--- src/rtl/ila_capture_ctrl_pkg.sv ---
// ila_capture_ctrl_pkg
//  Shared definitions for the ILA capture sequencer and its read walker.
//  - state_e: sequencer states, IDLE through DONE.
//  - calc_nwords/calc_sel_w: how many DATA_W words make up one sample and
//    how wide the word selector must be. ila_core derives the same values.
package ila_capture_ctrl_pkg;

  typedef enum logic [2:0] {
    ST_IDLE    = 3'd0,
    ST_CLEAR   = 3'd1,
    ST_ARM     = 3'd2,
    ST_CAPTURE = 3'd3,
    ST_READ    = 3'd4,
    ST_STREAM  = 3'd5,
    ST_DONE    = 3'd6
  } state_e;

  function automatic int calc_nwords(input int signal_w, input int data_w);
    return (signal_w + data_w - 1) / data_w;
  endfunction

  // A single-word sample still needs a 1-bit selector port.
  function automatic int calc_sel_w(input int nwords);
    return (nwords > 1) ? $clog2(nwords) : 1;
  endfunction

endpackage

--- src/rtl/ila_rd_walker.sv ---
// ila_rd_walker
//  Walks the capture buffer during readout: value_select steps through the
//  words of one sample, then wraps to 0 and index advances to the next sample.
//  Ports:
//   clk_i, rst_i     clock, asynchronous active-high reset
//   clear_i          restart the walk at index 0, word 0
//   advance_i        step to the next word (only for words that are not last)
//   n_captured_i     number of samples in the dump
//   index_o          buffer read address
//   value_select_o   word within the current sample
//   last_o           current position is the final word of the dump
module ila_rd_walker #(
  parameter int BUFFER_W = 10,
  parameter int NWORDS   = 1,
  parameter int SEL_W    = 1
) (
  input  logic                clk_i,
  input  logic                rst_i,
  input  logic                clear_i,
  input  logic                advance_i,
  input  logic [BUFFER_W-1:0] n_captured_i,
  output logic [BUFFER_W-1:0] index_o,
  output logic [SEL_W-1:0]    value_select_o,
  output logic                last_o
);

  localparam logic [SEL_W-1:0] SEL_MAX = SEL_W'(NWORDS - 1);

  logic [BUFFER_W-1:0] index_q, index_d;
  logic [SEL_W-1:0]    sel_q, sel_d;

  always_ff @(posedge clk_i or posedge rst_i) begin
    if (rst_i) begin
      index_q <= '0;
      sel_q   <= '0;
    end else begin
      index_q <= index_d;
      sel_q   <= sel_d;
    end
  end

  always_comb begin
    index_d = index_q;
    sel_d   = sel_q;
    if (clear_i) begin
      index_d = '0;
      sel_d   = '0;
    end else if (advance_i) begin
      if (sel_q == SEL_MAX) begin
        sel_d   = '0;
        index_d = index_q + BUFFER_W'(1);
      end else begin
        sel_d = sel_q + SEL_W'(1);
      end
    end
  end

  assign index_o        = index_q;
  assign value_select_o = sel_q;
  assign last_o         = (index_q == n_captured_i - BUFFER_W'(1)) && (sel_q == SEL_MAX);

endmodule

--- src/rtl/ila_capture_ctrl.sv ---
// ila_capture_ctrl
//  Sequencer for one ila_core: clears the core, arms it, waits for the target
//  sample count / buffer full / timeout / abort, then streams every captured
//  word out over a valid/ready port (index ascending, word ascending).
//  Ports:
//   clk_i, rst_i          clock, asynchronous active-high reset
//   start_i, abort_i      capture control pulses
//   cfg_misc_i            misc_enabled[31:1] applied while armed
//   cfg_target_i          samples to capture, 0 = until full
//   cfg_timeout_i         capture cycle limit, 0 = none
//   samples_i, value_i    ila_core status and read data
//   misc_enabled_o        to ila_core, bit0 = soft reset
//   index_o, value_select_o  ila_core read address / word select
//   out_data_o, out_valid_o, out_ready_i, out_last_o  readout stream
//   busy_o, done_o, timed_out_o, n_captured_o         status
module ila_capture_ctrl
  import ila_capture_ctrl_pkg::*;
#(
  parameter int DATA_W   = 32,
  parameter int SIGNAL_W = 32,
  parameter int BUFFER_W = 10,
  parameter int READ_LAT = 2,
  parameter int CLR_CYC  = 4,
  parameter int SYNC_CYC = 3,
  localparam int NWORDS  = calc_nwords(SIGNAL_W, DATA_W),
  localparam int SEL_W   = calc_sel_w(NWORDS)
) (
  input  logic                clk_i,
  input  logic                rst_i,
  input  logic                start_i,
  input  logic                abort_i,
  input  logic [31:0]         cfg_misc_i,
  input  logic [BUFFER_W-1:0] cfg_target_i,
  input  logic [31:0]         cfg_timeout_i,
  input  logic [BUFFER_W-1:0] samples_i,
  input  logic [DATA_W-1:0]   value_i,
  output logic [31:0]         misc_enabled_o,
  output logic [BUFFER_W-1:0] index_o,
  output logic [SEL_W-1:0]    value_select_o,
  output logic [DATA_W-1:0]   out_data_o,
  output logic                out_valid_o,
  input  logic                out_ready_i,
  output logic                out_last_o,
  output logic                busy_o,
  output logic                done_o,
  output logic                timed_out_o,
  output logic [BUFFER_W-1:0] n_captured_o
);

  localparam int CNT_W = 8;

  state_e              state_q, state_d;
  logic [CNT_W-1:0]    cnt_q, cnt_d;
  logic [31:0]         tcnt_q, tcnt_d;
  logic [31:0]         misc_q, misc_d;
  logic [DATA_W-1:0]   out_data_q, out_data_d;
  logic                out_valid_q, out_valid_d;
  logic                timed_out_q, timed_out_d;
  logic [BUFFER_W-1:0] ncap_q, ncap_d;
  logic [BUFFER_W-1:0] tgt_q, tgt_d;
  logic [31:0]         timeout_q, timeout_d;

  logic walk_clear, walk_adv, walk_last;

  // Capture end conditions, evaluated only in CAPTURE.
  logic                hit_tgt, hit_full, hit_to, cap_exit, to_only;
  logic [BUFFER_W-1:0] cap_count;

  assign hit_tgt   = (tgt_q != '0) && (samples_i >= tgt_q);
  assign hit_full  = (samples_i == {BUFFER_W{1'b1}});
  assign hit_to    = (timeout_q != '0) && (tcnt_q == timeout_q - 32'd1);
  assign cap_exit  = hit_tgt || hit_full || hit_to || abort_i;
  // timed_out means the timer alone ended the capture; a coincident count wins.
  assign to_only   = hit_to && !hit_tgt && !hit_full && !abort_i;
  assign cap_count = ((tgt_q != '0) && (samples_i > tgt_q)) ? tgt_q : samples_i;

  always_ff @(posedge clk_i or posedge rst_i) begin
    if (rst_i) begin
      state_q     <= ST_IDLE;
      cnt_q       <= '0;
      tcnt_q      <= '0;
      misc_q      <= '0;
      out_data_q  <= '0;
      out_valid_q <= 1'b0;
      timed_out_q <= 1'b0;
      ncap_q      <= '0;
      tgt_q       <= '0;
      timeout_q   <= '0;
    end else begin
      state_q     <= state_d;
      cnt_q       <= cnt_d;
      tcnt_q      <= tcnt_d;
      misc_q      <= misc_d;
      out_data_q  <= out_data_d;
      out_valid_q <= out_valid_d;
      timed_out_q <= timed_out_d;
      ncap_q      <= ncap_d;
      tgt_q       <= tgt_d;
      timeout_q   <= timeout_d;
    end
  end

  always_comb begin
    state_d     = state_q;
    cnt_d       = cnt_q;
    tcnt_d      = tcnt_q;
    misc_d      = misc_q;
    out_data_d  = out_data_q;
    out_valid_d = out_valid_q;
    timed_out_d = timed_out_q;
    ncap_d      = ncap_q;
    tgt_d       = tgt_q;
    timeout_d   = timeout_q;
    walk_clear  = 1'b0;
    walk_adv    = 1'b0;

    unique case (state_q)
      ST_IDLE, ST_DONE: begin
        if (start_i) begin
          state_d     = ST_CLEAR;
          cnt_d       = '0;
          // Bit0 is the core's soft reset; it is forced high for the clear phase.
          misc_d      = cfg_misc_i | 32'd1;
          timed_out_d = 1'b0;
          tgt_d       = cfg_target_i;
          timeout_d   = cfg_timeout_i;
        end
      end

      ST_CLEAR: begin
        if (cnt_q == CNT_W'(CLR_CYC - 1)) begin
          state_d   = ST_ARM;
          cnt_d     = '0;
          misc_d[0] = 1'b0;
        end else begin
          cnt_d = cnt_q + CNT_W'(1);
        end
      end

      // Lets the cleared sample count cross the synchronizer before it is trusted.
      ST_ARM: begin
        if (cnt_q == CNT_W'(SYNC_CYC - 1)) begin
          state_d = ST_CAPTURE;
          cnt_d   = '0;
          tcnt_d  = '0;
        end else begin
          cnt_d = cnt_q + CNT_W'(1);
        end
      end

      ST_CAPTURE: begin
        if (cap_exit) begin
          ncap_d      = cap_count;
          timed_out_d = to_only;
          walk_clear  = 1'b1;
          if (cap_count == '0) begin
            state_d = ST_DONE;
            misc_d  = '0;
          end else begin
            state_d = ST_READ;
            cnt_d   = '0;
          end
        end else if (tcnt_q != '1) begin
          tcnt_d = tcnt_q + 32'd1;
        end
      end

      ST_READ: begin
        if (abort_i) begin
          state_d     = ST_DONE;
          misc_d      = '0;
          out_valid_d = 1'b0;
        end else if (cnt_q == CNT_W'(READ_LAT - 1)) begin
          state_d     = ST_STREAM;
          cnt_d       = '0;
          out_data_d  = value_i;
          out_valid_d = 1'b1;
        end else begin
          cnt_d = cnt_q + CNT_W'(1);
        end
      end

      ST_STREAM: begin
        if (abort_i) begin
          state_d     = ST_DONE;
          misc_d      = '0;
          out_valid_d = 1'b0;
        end else if (out_ready_i) begin
          out_valid_d = 1'b0;
          if (walk_last) begin
            state_d = ST_DONE;
            misc_d  = '0;
          end else begin
            walk_adv = 1'b1;
            state_d  = ST_READ;
            cnt_d    = '0;
          end
        end
      end

      default: begin
        state_d = ST_IDLE;
      end
    endcase
  end

  ila_rd_walker #(
    .BUFFER_W (BUFFER_W),
    .NWORDS   (NWORDS),
    .SEL_W    (SEL_W)
  ) u_walker (
    .clk_i          (clk_i),
    .rst_i          (rst_i),
    .clear_i        (walk_clear),
    .advance_i      (walk_adv),
    .n_captured_i   (ncap_q),
    .index_o        (index_o),
    .value_select_o (value_select_o),
    .last_o         (walk_last)
  );

  assign misc_enabled_o = misc_q;
  assign out_data_o     = out_data_q;
  assign out_valid_o    = out_valid_q;
  assign out_last_o     = out_valid_q && walk_last;
  assign busy_o         = (state_q != ST_IDLE) && (state_q != ST_DONE);
  assign done_o         = (state_q == ST_DONE);
  assign timed_out_o    = timed_out_q;
  assign n_captured_o   = ncap_q;

endmodule

--- config.mk ---
export PLATFORM = sky130hd
export DESIGN_NAME = ila_capture_ctrl
export DESIGN_NICKNAME = d
export VERILOG_FILES = /design/src/rtl/ila_capture_ctrl_pkg.sv /design/src/rtl/ila_rd_walker.sv /design/src/rtl/ila_capture_ctrl.sv
export SDC_FILE = /design/constraint.sdc
export NUM_CORES = 1
export LEC_CHECK = 0
export ABC_AREA = 1
export CAP_MARGIN = 20
export CELL_PAD_IN_SITES_DETAIL_PLACEMENT = 0
export CELL_PAD_IN_SITES_GLOBAL_PLACEMENT = 1
export CORE_MARGIN = 2
export CORE_UTILIZATION = 42
export CTS_BUF_LIST = sky130_fd_sc_hd__clkbuf_4
export CTS_CLUSTER_SIZE = 24
export DETAILED_ROUTE_END_ITERATION = 10
export HOLD_SLACK_MARGIN = 0.15
export MAX_ROUTING_LAYER = met4
export PLACE_DENSITY_LB_ADDON = 0.1
export SETUP_SLACK_MARGIN = 0.05
export SLEW_MARGIN = 20
export SYNTH_ARGS = -nofsm -noshare
export SYNTH_HDL_FRONTEND = slang
export SYNTH_SLANG_ARGS = --single-unit
--- constraint.sdc ---
create_clock -name clk_i -period 14.65 [get_ports clk_i]
set_input_delay 2.93 -clock clk_i [delete_from_list [all_inputs] [get_ports clk_i]]
set_output_delay 2.93 -clock clk_i [all_outputs]
set_load 0.1 [all_outputs]
### Yosys cells after proc, flatten, opt, wreduce, memory -nomap -nowiden

Index checks and enable logic that the tools add are counted.

* register bits: 172
* input bits: 121
* output and inout port bits: 90
* logic and storage cells: 150

* $add $sub $neg: 6
* $lt $le $gt $ge: 2
* equal/unequal tests: 31
* muxes and demuxes: 57
* bitwise gates (word level): 2
* reduce and logical (&&, ||, !) cells: 39

Operator list (number)
* 32-bit two-way mux: 10
* 31-bit one-hot mux with 4 select lines: 1
* 8-bit two-way mux: 10
* 32-bit one-hot mux with 2 select lines: 1
* 8-bit one-hot mux with 6 select lines: 1
* 10-bit two-way mux: 4
* 32-bit by 1-bit adder with 32-bit output, second input constant: 1
* 32-bit equality test: 1
* 32-bit != test, second input constant: 1
* 32-bit nonzero test: 1
* 32-bit by 1-bit subtractor with 32-bit output, second input constant: 1
* 2-bit != test, second input constant: 13
* 3-bit two-way mux: 8
* 3-bit one-hot mux with 6 select lines: 1
* 8-bit by 2-bit equality test with 1-bit output, second input constant: 2
* 1-bit two-way mux: 16
* 8-bit AND reduction: 2
* 3-bit != test, second input constant: 4
* 10-bit by 1-bit adder with 10-bit output, second input constant: 1
* 10-bit equality test: 1
* 10-bit equality test, second input constant: 1
* 10-bit >= comparator: 1
* 10-bit > comparator: 1
* 10-bit zero test: 1
* other kinds (28): 53

### Logic depth before layout (Yosys ltp)

* depth after elaboration: 9
* mapped depth: 21
* depth with buffers taken out: 20

### Modules after synthesis

A second synthesis with hierarchy kept.

* cell total of the unflattened synthesis: 1554
* area total of the unflattened synthesis: 11146.9 um^2

By module, submodules not included
* ila_capture_ctrl: times used 1, cells an instance 1410, area each 10248.6 um^2, seq. area each 4028.9 um^2
* ila_rd_walker: times used 1, cells an instance 144, area each 898.4 um^2, seq. area each 250.2 um^2

### Least setup slack after synthesis

OpenSTA, ideal clock, no wires.

* path kind: reg2out
* start point: reg ncap_q[0], in the netlist n_captured_o[0]
* end point: out out_last_o
* arrival: 3.459 ns
* data required time: 11.720 ns
* path slack: 8.261 ns
* cell stages (with the launch flop): 14
* buffers on the path: 0
* path through: dfrtp_1 -> inv_1 -> ha_1 -> xnor2_1 -> inv_1 -> nand2_1 -> nand2_1 -> nor2_1 -> nand2_1 -> nor2_1 -> nand3_1 -> nor2_1 -> nand3b_1 -> nor2_1

* cells in the longest elaborated chain, start to end: 4

Ends and longest elaborated chain
* start: declaration: RTL line ila_capture_ctrl.sv:59 `logic [BUFFER_W-1:0] ncap_q, ncap_d;`
* start signal: assignment: RTL line ila_capture_ctrl.sv:97 `ncap_q <= ncap_d;`
* 10-bit by 1-bit subtractor with 10-bit output: RTL line ila_rd_walker.sv:60 `assign last_o = (index_q == n_captured_i - BUFFER_W'(1)) && (sel_q == SEL_MAX);`
* 10-bit equality test: RTL line ila_rd_walker.sv:60
* 1-bit logical AND: RTL line ila_rd_walker.sv:60
* 1-bit logical AND: RTL line ila_capture_ctrl.sv:225 `assign out_last_o = out_valid_q && walk_last;`
* end: declaration: RTL line ila_capture_ctrl.sv:43 `output logic out_last_o,`

Every way passes these cells.

### Worst setup path in the final report

Same ends and word-level chain as after synthesis.

==> run summary <==
- initial cell density of the core: 42.4%
- worst hold stages: 2
- aggregate global routing overflow: 0
- end point of the critical path: out_last_o
- Crit Path Class: register to primary output
- Layout area overhead: 24.0%
- post-synth net total: 1686
- multi-input logic area: 5820 µm²
- post-synthesis cell count: 1547
- terminus of the critical flop-to-flop path: misc_enabled_o[9]
- fill cell count: 2643
- average instance area after synthesis: 7.08 µm²
- routed via count divided by cell count: 5.03
- library cells used by synthesis: 43
- number of endpoints with negative hold slack in the final report: 0
- routed vias: 10.5k
- Internal: 1210 µW
- Seq cells post-synth: 171
- CP Launch Point: n_captured_o[0]
- shortest period the worst path allows: 6.63 ns
- final setup skew: 0.0402 ns
- Overall Power: 2930 µW
- Reg-to-Reg Start: tgt_q[9]
- worst-case clock buffer depth: 2
- port bufs: 208
- count of yosys warnings during synthesis: 0
- number of standard-cell rows in the floorplan: 59
- setup slack on the worst flop-to-flop path: 10.80 ns
- storage element area: 4280 µm²
- first-pass iteration count of the detailed router: 5
- dominant cells by area after synthesis: sky130_fd_sc_hd__dfrtp_1 39%, sky130_fd_sc_hd__nand2_1 15%, sky130_fd_sc_hd__nor2_1 8.2%
- chip width: 166 µm
- CTS tree: yes
- setup TNS: 0 ns
- fraction of final layout cells sized beyond drive strength 1: 7.55%
- Total Die Area: 27400 µm²
- hold crit path type: register to register
- portion of the clock cycle consumed by the worst path in the final layout: 45.2%
- arrival time at the worst endpoint: 3.70 ns
- highest ir drop seen on vdd: 184 µV
- switching part of the total: 58.8%
- worst relative slew slack: 28.8%
- portion of synthesized cell area occupied by the leading cell type: 39.1%
- Reg2Reg Depth: 18
- clock network fraction of total power: 9.7%
- H-Tree Depth: 4
- unrepaired setup endpoints after global routing: no
- Final #Nets: 1874
- Sw Pwr: 1720 µW
- upper clock frequency limit: 151 MHz
- weighted congestion reported at the end of routability-driven placement: 0.927
- kind of end point of the critical path: primary output
- number of max-capacitance violations reported: 0
- sinks on the clock net: 171
- cell area after synthesis: 11000 µm²
- kind of start point of the critical path: register
- number of enable flip-flop cells after synthesis: 0
- post-CTS resize count: 0
- antenna violations before repair: 1
- Antenna Nets Post-Route: 0
- leading cell types by count after synthesis: 443 x sky130_fd_sc_hd__nand2_1, 239 x sky130_fd_sc_hd__nor2_1, 171 x sky130_fd_sc_hd__dfrtp_1
- run status: completed
- total global-route track usage: 24.1%
- Logic pwr share: 64.0%
- wire length of the first global-routing pass: 50700 µm
- hold buffer count at CTS: 0
- Core ar.: 25800 µm²
- via count of the first global-routing pass: 9918
- dpl hpwl: 23500 µm
- post-CTS setup buffer count: 0
- count of routing violations after the opening detailed-route iteration: 768
- # DRC: 0
- cell with the most instances after synthesis: sky130_fd_sc_hd__nand2_1
- prevailing post-synth register cell: sky130_fd_sc_hd__dfrtp_1
- Root Buffer: sky130_fd_sc_hd__clkbuf_4
- CTS buffer count: 17
- sequential share of the synthesized area: 39.1%
- largest fanout on the critical path: 4
- wire length per cell: 15.1 µm
- Worst Path Required: 11.72 ns
- clock slew at reported path FFs: 0.17 ns
- count of pins on the block boundary: 211
- Worst-Margin Slew: 1.06 ns
- Synth area leader: sky130_fd_sc_hd__dfrtp_1
- power density normalized to cell area: 216 nW/µm²
- number of setup violations in the final report: 0
- pin count of the biggest net entering global routing: 103
- clock insertion delay at the later pin of the skew report: 0.61 ns
- Routed WL: 31500 µm
- y dimension of the die: 166 µm
- Reg power frac: 26.4%
- async set-or-reset flop fraction in the synthesized netlist: 100%
- pins over their slew limit: 0
- static power due to leakage: 0.00631 µW
==> cell families (layout without fill, tap and decap cells) <==
logic type	after synthesis	count (layout)	share of synthesized area, %
buffers and inverters	215	416	7.97
XOR/XNOR	42	42	3.48
AND/OR/NAND/NOR	924	924	36.6
AO/OA/AOI/OAI	133	133	6.40
multiplexers	43	43	4.42
other	1	4	0.0342
adder cells (fa/ha/maj)	18	18	2.06
flip-flops	171	171	39.1
==> flip-flops by register name, indices dropped and copies added, names as in the netlist, 8 cells and up <==
| name | cells |
|---|---|
| misc_enabled_o | 32 |
| tcnt_q | 32 |
| cnt_q | 8 |
| out_data_o | 32 |
| timeout_q | 32 |
| tgt_q | 10 |
| u_walker.index_o | 10 |
| n_captured_o | 10 |
==> routing by layer <==
metal / vias to the layer above / GRT usage [%] / wire (µm)
li1: 5352 / - / -
met1: 4854 / 31.7 / 14700
met2: 243 / 39.1 / 14800
met3: 38 / 3.50 / 1430
met4: 0 / 6.27 / 586
met5: - / - / 0
==> power by group through the flow <==
stage | logic (µW) | registers, µW | clock network, µW
5_1_grt | 2040 | 797 | 310
6_report | 1870 | 772 | 283
4_1_cts | 1890 | 773 | 292
3_5_place_dp | 1880 | 783 | 0
3_3_place_gp | 1870 | 778 | 0
2_1_floorplan | 775 | 1450 | 0
==> cell usage in the layout, fill, tap and decap left out, types with 5 or more instances in the layout <==
cell type                         netlist  layout
sky130_fd_sc_hd__nand2_1              443     442
sky130_fd_sc_hd__nor2_1               239     239
sky130_fd_sc_hd__clkdlybuf4s50_1        0     208
sky130_fd_sc_hd__dfrtp_1              171     171
sky130_fd_sc_hd__inv_1                167     166
sky130_fd_sc_hd__nand3_1               88      88
sky130_fd_sc_hd__nand4_1               55      55
sky130_fd_sc_hd__a21oi_1               48      48
sky130_fd_sc_hd__mux2_2                43      43
sky130_fd_sc_hd__o21ai_1               41      41
sky130_fd_sc_hd__o21ai_0               30      30
sky130_fd_sc_hd__xor2_1                29      29
sky130_fd_sc_hd__nor3_1                29      28
sky130_fd_sc_hd__or2_2                 18      18
sky130_fd_sc_hd__ha_1                  18      18
sky130_fd_sc_hd__clkbuf_4               0      18
sky130_fd_sc_hd__nor4_1                14      14
sky130_fd_sc_hd__xnor2_1               12      12
sky130_fd_sc_hd__nor2_2                10      10
sky130_fd_sc_hd__nand3b_1               9       9
sky130_fd_sc_hd__nand2_2                6       7
sky130_fd_sc_hd__buf_4                  8       7
sky130_fd_sc_hd__o21bai_1               5       5
sky130_fd_sc_hd__clkinv_4               0       5
==> through the flow <==
step	hold slack [ns]	area (µm²)	cells	setup WS [ns]	util, %
finish	0.488	13600	2086	8.02	52.6
global route	0.510	13600	2086	7.69	52.6
CTS	0.493	13600	2083	7.95	52.5
detailed placement	0.457	13300	2051	7.82	51.4
global placement	0.453	13300	2051	7.86	51.4
floorplan	0.483	11000	1547	7.09	-
==> how the worst min path moves through the flow <==
stage,from,end
finish,misc_enabled_o[1],misc_enabled_o[1]
global route,misc_enabled_o[1],misc_enabled_o[1]
CTS,misc_enabled_o[1],misc_enabled_o[1]
detailed placement,misc_enabled_o[20],misc_enabled_o[20]
global placement,misc_enabled_o[6],misc_enabled_o[6]
floorplan,cnt_q[7],cnt_q[7]
==> area by class of cell <==
class                           count  share of cell area (%)
Clock inverter                     14                    1.11
Tap cell                          335                    3.09
Antenna cell                        3                  0.0553
Clock buffer                       18                   0.995
Multi-Input combinational cell   1161                    42.8
Sequential cell                   171                    31.5
Timing Repair Buffer              215                    15.7
Inverter                          169                    4.71
==> critical path: stages, from the launching register on <==
cell                              delay (ns)
sky130_fd_sc_hd__dfrtp_1                0.44
sky130_fd_sc_hd__inv_1                  0.11
sky130_fd_sc_hd__ha_1                   0.25
sky130_fd_sc_hd__xnor2_1                0.25
sky130_fd_sc_hd__inv_1                  0.06
sky130_fd_sc_hd__nand2_1                0.06
sky130_fd_sc_hd__nand2_1                0.05
sky130_fd_sc_hd__nor2_1                 0.09
sky130_fd_sc_hd__nand2_1                0.09
sky130_fd_sc_hd__nor2_1                 0.10
sky130_fd_sc_hd__nand3_1                0.08
sky130_fd_sc_hd__nor2_1                 0.09
sky130_fd_sc_hd__nand3b_1               0.14
sky130_fd_sc_hd__nor2_1                 0.12
sky130_fd_sc_hd__clkdlybuf4s50_1        1.16
(Power assumes the default switching activity.)
